`config.mk`:
```
export PLATFORM = sky130hd
export DESIGN_NAME = rf_wb_arbiter
export DESIGN_NICKNAME = d
export VERILOG_FILES = /design/src/rtl/rf_wb_arbiter.sv
export SDC_FILE = /design/constraint.sdc
export NUM_CORES = 1
export LEC_CHECK = 0
export BUFFER_PORTS_ARGS = -buffer_cell sky130_fd_sc_hd__buf_2
export CORE_MARGIN = 4
export CORE_UTILIZATION = 40
export CTS_BUF_LIST = sky130_fd_sc_hd__clkbuf_8
export DETAILED_ROUTE_END_ITERATION = 6
export PLACE_DENSITY = 0.75
export RECOVER_POWER = 50
export REMOVE_ABC_BUFFERS = 1
export SLEW_MARGIN = 20
export SYNTH_ARGS = -nofsm -noshare
export SYNTH_HDL_FRONTEND = slang
export SYNTH_SLANG_ARGS = --single-unit
export TNS_END_PERCENT = 100
```
`constraint.sdc`:
```
create_clock -name clk -period 2 [get_ports clk]
set_input_delay 0.4 -clock clk [delete_from_list [all_inputs] [get_ports clk]]
set_output_delay 0.4 -clock clk [all_outputs]
set_load 0.02 [all_outputs]
```
`src/rtl/rf_wb_arbiter.sv`:
```
`default_nettype none
// ============================================================================
// Module   : rf_wb_arbiter
// Purpose  : Round-robin arbiter sharing the register file's single write
//            port among NUM_REQ writeback requesters (ALU, load, mul, ...).
//            The winning write is registered onto the write port with one
//            cycle of latency. Writes to x0 are accepted but dropped, and
//            cycles with two or more competing requesters are counted.
// Ports    : clk, reset (async, active-high), wb_hold (blocks grants)
//            req_valid/req_waddr/req_wdata -> packed per-requester requests
//            req_ready      -> one-hot combinational grant
//            rf_reg_write/rf_waddr/rf_wdata -> registered write port
//            x0_drop        -> one-cycle pulse, accepted write hit x0
//            contention_cnt -> saturating count of contended cycles
//            byp_raddrN/byp_hitN/byp_dataN -> bypass of the in-flight write
// Options  : RF_WB_BYPASS_EN adds the two bypass read ports.
// Revision : 1.0 - initial release
// ============================================================================
module rf_wb_arbiter #(
  parameter int NUM_REQ = 3,
  parameter int AW      = 5,
  parameter int DW      = 32,
  parameter int CNT_W   = 16
) (
  input  logic                  clk,
  input  logic                  reset,
  input  logic                  wb_hold,
  input  logic [NUM_REQ-1:0]    req_valid,
  input  logic [NUM_REQ*AW-1:0] req_waddr,
  input  logic [NUM_REQ*DW-1:0] req_wdata,
  output logic [NUM_REQ-1:0]    req_ready,
  output logic                  rf_reg_write,
  output logic [AW-1:0]         rf_waddr,
  output logic [DW-1:0]         rf_wdata,
  output logic                  x0_drop,
  output logic [CNT_W-1:0]      contention_cnt
`ifdef RF_WB_BYPASS_EN
  ,
  input  logic [AW-1:0]         byp_raddr1,
  input  logic [AW-1:0]         byp_raddr2,
  output logic                  byp_hit1,
  output logic                  byp_hit2,
  output logic [DW-1:0]         byp_data1,
  output logic [DW-1:0]         byp_data2
`endif
);

  localparam int              PTR_W    = $clog2(NUM_REQ);
  localparam logic [PTR_W-1:0] LAST_IDX = PTR_W'(NUM_REQ - 1);

  logic [PTR_W-1:0] rr_ptr_q,         rr_ptr_d;
  logic             rf_reg_write_q,   rf_reg_write_d;
  logic [AW-1:0]    rf_waddr_q,       rf_waddr_d;
  logic [DW-1:0]    rf_wdata_q,       rf_wdata_d;
  logic             x0_drop_q,        x0_drop_d;
  logic [CNT_W-1:0] contention_cnt_q, contention_cnt_d;

  logic [NUM_REQ-1:0] grant;
  logic [PTR_W-1:0]   win_idx;
  logic               win_found;
  logic [AW-1:0]      win_waddr;
  logic [DW-1:0]      win_wdata;
  logic               fire;
  logic               contended;

  // Cyclic priority search starting at rr_ptr, done as two linear passes:
  // first the indices at or above the pointer, then wrap to the bottom.
  always_comb begin
    grant     = '0;
    win_idx   = '0;
    win_found = 1'b0;
    win_waddr = '0;
    win_wdata = '0;
    for (int i = 0; i < NUM_REQ; i++) begin
      if (!win_found && req_valid[i] && (PTR_W'(i) >= rr_ptr_q)) begin
        win_found = 1'b1;
        win_idx   = PTR_W'(i);
      end
    end
    for (int i = 0; i < NUM_REQ; i++) begin
      if (!win_found && req_valid[i]) begin
        win_found = 1'b1;
        win_idx   = PTR_W'(i);
      end
    end
    for (int i = 0; i < NUM_REQ; i++) begin
      if (win_found && (PTR_W'(i) == win_idx)) begin
        grant[i]  = 1'b1;
        win_waddr = req_waddr[i*AW +: AW];
        win_wdata = req_wdata[i*DW +: DW];
      end
    end
  end

  // No grant while held or in reset, so a requester never sees a handshake
  // that the registered stage would then discard.
  assign req_ready = (wb_hold || reset) ? '0 : grant;
  assign fire      = |req_ready;

  // v & (v-1) clears the lowest set bit; non-zero means two or more valid.
  assign contended = !wb_hold &&
                     (|(req_valid & (req_valid - NUM_REQ'(1))));

  always_comb begin
    rr_ptr_d         = rr_ptr_q;
    rf_reg_write_d   = 1'b0;
    rf_waddr_d       = rf_waddr_q;
    rf_wdata_d       = rf_wdata_q;
    x0_drop_d        = 1'b0;
    contention_cnt_d = contention_cnt_q;

    if (fire) begin
      // x0 writes drain the requester but never reach the register file.
      rf_reg_write_d = (win_waddr != '0);
      x0_drop_d      = (win_waddr == '0);
      rf_waddr_d     = win_waddr;
      rf_wdata_d     = win_wdata;
      rr_ptr_d       = (win_idx == LAST_IDX) ? '0 : win_idx + PTR_W'(1);
    end

    if (contended && (contention_cnt_q != '1)) begin
      contention_cnt_d = contention_cnt_q + CNT_W'(1);
    end
  end

  always_ff @(posedge clk or posedge reset) begin
    if (reset) begin
      rr_ptr_q         <= '0;
      rf_reg_write_q   <= 1'b0;
      rf_waddr_q       <= '0;
      rf_wdata_q       <= '0;
      x0_drop_q        <= 1'b0;
      contention_cnt_q <= '0;
    end else begin
      rr_ptr_q         <= rr_ptr_d;
      rf_reg_write_q   <= rf_reg_write_d;
      rf_waddr_q       <= rf_waddr_d;
      rf_wdata_q       <= rf_wdata_d;
      x0_drop_q        <= x0_drop_d;
      contention_cnt_q <= contention_cnt_d;
    end
  end

  assign rf_reg_write   = rf_reg_write_q;
  assign rf_waddr       = rf_waddr_q;
  assign rf_wdata       = rf_wdata_q;
  assign x0_drop        = x0_drop_q;
  assign contention_cnt = contention_cnt_q;

`ifdef RF_WB_BYPASS_EN
  // Forward the write currently on the port so a same-cycle read of that
  // register sees the new value. x0 never hits.
  always_comb begin
    byp_hit1  = rf_reg_write_q && (rf_waddr_q == byp_raddr1) && (byp_raddr1 != '0);
    byp_hit2  = rf_reg_write_q && (rf_waddr_q == byp_raddr2) && (byp_raddr2 != '0);
    byp_data1 = byp_hit1 ? rf_wdata_q : '0;
    byp_data2 = byp_hit2 ? rf_wdata_q : '0;
  end
`endif

endmodule
`default_nettype wire

```
Word level (Yosys, flattened, before mapping)
Index checks and enable logic that the tools add are counted.
Cells by class
  magnitude comparators: 3
  bitwise gates (word level): 1
  reductions and logical operators: 25
  muxes and demuxes: 24
  equality and inequality tests: 4
  $add $sub $neg: 3
Operator list (count)
  two-way mux 32 bit: 3
  adder 16 x 1 -> 16 bit, second input constant: 1
  inequality test 16 bit, second input constant: 1
  two-way mux 5 bit: 3
  logical AND 1 bit: 13
  two-way mux 1 bit: 12
  two-way mux 2 bit: 5
  zero test 1 bit: 6
  OR reduction 3 bit: 2
  zero test 5 bit: 1
  nonzero test 5 bit: 1
  >= comparator 1 x 2 -> 1 bit, first input constant: 2
  bitwise AND 3 bit: 1
  two-way mux 3 bit: 1
  subtractor 3 x 1 -> 3 bit, second input constant: 1
  adder 2 x 1 -> 2 bit, second input constant: 1
  equality test 1 x 2 -> 1 bit, first input constant: 1
  equality test 2 bit, first input constant: 1
  equality test 2 bit, second input constant: 1
  >= comparator 2 bit, first input constant: 1
  zero test 2 bit: 1
  logical OR 1 bit: 1
Word-level totals
  flip-flop bits (word level): 57
  input port bits: 117

Depth between registers and ports, before layout
  depth after elaboration: 27
  depth in mapped cells: 7

Worst setup path after synthesis
No wires, ideal clock.
  kind: input -> output
  start: in req_valid[1]
  end: out req_ready[0]
  path slack: -87 ps
  arrival: 1687 ps
  required time: 1600 ps
  stages: 6
  cells stage by stage: buf_6 or2_2 a311oi_2 buf_4 buf_4 and2_1
On the way
  longest elaborated chain between the ends: 20
  elaborated cells between the ends (all ways): 25
Ends and longest elaborated chain
  start, declared: RTL line 28  | input logic [NUM_REQ-1:0] req_valid,
  logical AND 1 bit (2 in a row): RTL line 75  | if (!win_found && req_valid[i] && (PTR_W'(i) >= rr_ptr_q)) begin
  two-way mux 1 bit: RTL line 75
  zero test 1 bit: RTL line 75
  logical AND 1 bit (2 in a row): RTL line 75
  two-way mux 1 bit: RTL line 75
  zero test 1 bit: RTL line 81  | if (!win_found && req_valid[i]) begin
  logical AND 1 bit: RTL line 81
  two-way mux 1 bit: RTL line 81
  (+2 left out)
  two-way mux 1 bit: RTL line 81
  zero test 1 bit: RTL line 81
  logical AND 1 bit: RTL line 81
  two-way mux 2 bit: RTL line 81
  zero test 2 bit: RTL line 87  | if (win_found && (PTR_W'(i) == win_idx)) begin
  logical AND 1 bit (*): RTL line 87
  two-way mux 1 bit (*): RTL line 87
  two-way mux 3 bit (*): RTL line 97  | assign req_ready = (wb_hold || reset) ? '0 : grant;
  end, declared: RTL line 31  | output logic [NUM_REQ-1:0] req_ready,
Every way passes the cells marked *; elsewhere a longest branch is shown, timed or not.

Final worst setup path
  start: reg rr_ptr_q[1]
  end: out req_ready[0]
On the way
  longest elaborated chain between the ends: 24
  elaborated cells between the ends (all ways): 31
Ends and longest elaborated chain
  start, declared: RTL line 51  | logic [PTR_W-1:0] rr_ptr_q, rr_ptr_d;
  start signal, assigned: RTL line 135  | rr_ptr_q <= rr_ptr_d;
  >= comparator 1 x 2 -> 1 bit: RTL line 75
  logical AND 1 bit: RTL line 75
  two-way mux 1 bit: RTL line 75
  zero test 1 bit: RTL line 75
  logical AND 1 bit (2 in a row): RTL line 75
  two-way mux 1 bit: RTL line 75
  zero test 1 bit: RTL line 75
  logical AND 1 bit (2 in a row): RTL line 75
  (+6 left out)
  two-way mux 1 bit: RTL line 81
  zero test 1 bit: RTL line 81
  logical AND 1 bit: RTL line 81
  two-way mux 2 bit: RTL line 81
  zero test 2 bit: RTL line 87
  logical AND 1 bit (*): RTL line 87
  two-way mux 1 bit (*): RTL line 87
  two-way mux 3 bit (*): RTL line 97
Marks and branches as above.

==> metrics.txt <==
vias in the first global route=~2.9k; CTS buffer count=9; Die H=~93 µm; Comb pwr share=between 30% and 40%; routability cong.=around 0.79; Placed Cells=555; initial antenna violation count=0; RSZ-0062 raised after global routing=true; Initial Utilization=41.8%; static leakage=2.10 nW; global-route wire length before repair=~14,000 µm; H-tree levels=3; adder-cell share of the synthesized area=0.436%; Crit Path Class=reg -> out; largest net degree at the start of global routing=33; setup_tns=-0.0578 ns; Switching Share=between 30% and 40%; # setup viols final=2; GRT Total Usage=approximately 20%; worst-path fanout max=5; Tcrit/Tclk final=103%; fillers=619; Distinct cells, synth=44; Post-synth top cells=57 x dfrtp_1, 46 x nand2_1, 34 x a222oi_1; Root Driver=clkbuf_8; I/O Buffers=between 150 and 200; vias=3,044; cell depth of the worst flop-to-flop path=7; Synth area leader=dfrtp_1; Compound-Gate Fraction of Synth Area=between 20% and 30%; clock-pin slew on the worst setup and hold paths=~0.07 ns; synthesized cell area=roughly 2900 µm²; latest clock arrival within the worst-skew pair=approximately 0.32 ns; sw power=1.47 mW; max cap viols=0; Routed Wire Length=8860 µm; Min Clock Period, post-route=around 2 ns; I/O Pins=175; Least-Margin Pin Slew=about 1.3 ns; RR Endpoint=x0_drop; ranking of synthesized cells by area=dfrtp_1 50%, a222oi_1 12%, nand2_1 6.0%; Power Density=between 1000 and 1500 nW/µm²; Max Clk Rate=between 400 and 500 MHz; number of vias per cell=5.29; Rel. slew slack=a little over a tenth; ANT cells=0; remaining global-route overflow=0; WL/cell=around 15 µm; DR pass1 iterations=7; Worst Skew=about 0.0066 ns; FF+latch area=1430 µm²; Synth Flop Type=dfrtp_1; sequential fraction of design power=35.9%; Core ar.=approximately 6900 µm²; num rows=30; worst vdd ir=between 500 and 600 µV; Mean Syn Cell Area=roughly 10 µm²; worst endpoint required time=around 1.6 ns; clock network power share=between 30% and 40%; family with the most delay on the worst path=simple AND/OR/NAND/NOR gates; Post-synth EDFFs=0; WHS=about 0.32 ns; Final Power=4.29 mW; main combinational cell family by area after synthesis=compound AO/OA/AOI/OAI gates; hold buffers post-CTS=0; DRT antenna net count=0; DRC viols=9; Async SR Flop Fraction=100%; register bit total from synthesis=57; drt initial violations=between 200 and 250; post-layout util=61.8%; FF-to-FF setup slack=around 0.090 ns; Buf+Inv Stages, Crit Path=1; outcome=finished with violations; CTS tree=yes; Final Hold Fails=0; Simple-Gate Fraction of Synth Area=between 10% and 20%; Synth Area in XOR/XNOR=around 4.6%; clock tree sinks=57; final worst slack=-0.0555 ns; layout cells sized above 1=between 40 and 50%; Final Non-Filler Cells=around 580; Int Pwr=between 2 and 3 mW; crit path launch type=flop; worst r2r src=rr_ptr_q[0]; Hold/Removal Path Class=in -> async; top-count cell post-synth=dfrtp_1; cells along the critical path=and3b_2 -> a311oi_4 -> and2_4 -> buf_6; failing checks=DRC, setup timing; Layout area overhead=47.9%; critical path arrival=about 1.7 ns; Multi-input gate area=about 1400 µm²; largest buffer count on any clock path=2; Final HPWL DP=roughly 6800 µm; Synth top area share=49.7%; Final nets=around 600; Mapped Cells=roughly 290; Critical Path End Type=output pin; Slowest-stage cell, CP=dfrtp_1; max-slew violations=0; width of the chip=between 90 and 100 µm; sequential-to-total area share from yosys stat=49.7%; Synth Warn #=0; Worst path max stage delay=between 0.4 and 0.5 ns; die area=approximately 8600 µm²; mux contribution to synthesized area=0.741%
-- stage by stage --
step	worst slack [ns]	cell area [µm²]
after CTS	-0.0553	4230
after global routing	-0.112	4240
after detailed placement	-0.0209	3970
after global placement	0.0244	3970
after floorplan	-2.88	2730
final	-0.0555	4240
-- area by class of cell --
type                       instances  share of cell area, %
tap                               96                   2.83
multi-input combinational        197                   31.9
inverter                           7                  0.619
clock buffer                      10                   3.24
timing repair buffer             202                   25.3
clock inverter                     6                   2.51
sequential                        57                   33.6
-- worst reg2reg max path: stages (launching register included) --
cell       delay, ns
dfrtp_1         0.42
and3b_2         0.31
a211oi_4        0.06
buf_4           0.15
buf_4           0.14
a22oi_1         0.18
a22oi_1         0.13
a2111oi_0       0.39
-- sequential cells by signal (all words and copies together) (netlist names) --
| signal | count |
|---|---|
| rr_ptr_q | 2 |
| rf_waddr | 5 |
| rf_wdata | 32 |
| x0_drop | 1 |
| contention_cnt | 16 |
| rf_reg_write | 1 |
-- how the worst max path moves through the flow --
stage	cells past startpoint	slack, ns	from	endpoint
2_1_floorplan	2	-2.88	req_valid[1]	rf_waddr[4]
3_3_place_gp	5	0.02	req_valid[1]	req_ready[0]
3_5_place_dp	6	-0.02	req_valid[2]	contention_cnt[9]
4_1_cts	4	-0.06	rr_ptr_q[1]	req_ready[0]
5_1_grt	4	-0.11	rr_ptr_q[1]	req_ready[0]
6_report	4	-0.06	rr_ptr_q[1]	req_ready[0]
-- kinds of logic after synthesis --
kind of cell / count (synthesis)
compound gates: 92
simple gates: 87
flops: 57
buf+inv: 32
xor+xnor: 15
mux: 2
fa+ha+maj: 1
-- per-layer routing --
metal	wire (µm)	track usage (%)	vias to the layer above
li1	-	-	1458
met1	3570	25.5	1422
met2	4320	32.7	149
met3	806	5.52	15
met4	163	7.08	0
met5	0	0	-
-- timing repair --
item | CTS | global route
buffers inserted | 1 | 3
pin swaps | 2 | 1
gates resized for setup | 3 | 10
cloned | 0 | 0
endpoints found under the setup margin | 3 | 7
-- power groups by stage --
stage | registers, mW | logic (mW) | clock network (mW)
floorplan | 1.86 | 0.465 | 0
global placement | 1.54 | 1.40 | 0
detailed placement | 1.55 | 1.43 | 0
CTS | 1.53 | 1.44 | 1.34
global route | 1.57 | 1.56 | 1.40
finish | 1.54 | 1.44 | 1.32
-- cell usage in the layout (no fill, tap or decap), types with 11 or more instances in the layout --
| cell type | n |
|---|---|
| buf_2 | 146 |
| dfrtp_1 | 57 |
| nand2_1 | 46 |
| a222oi_1 | 34 |
| clkbuf_1 | 28 |
| buf_4 | 24 |
| o21ai_1 | 21 |
| o21ai_0 | 16 |
| nor2_1 | 14 |
| xor2_1 | 11 |
Power figures use the tool's default switching activity.
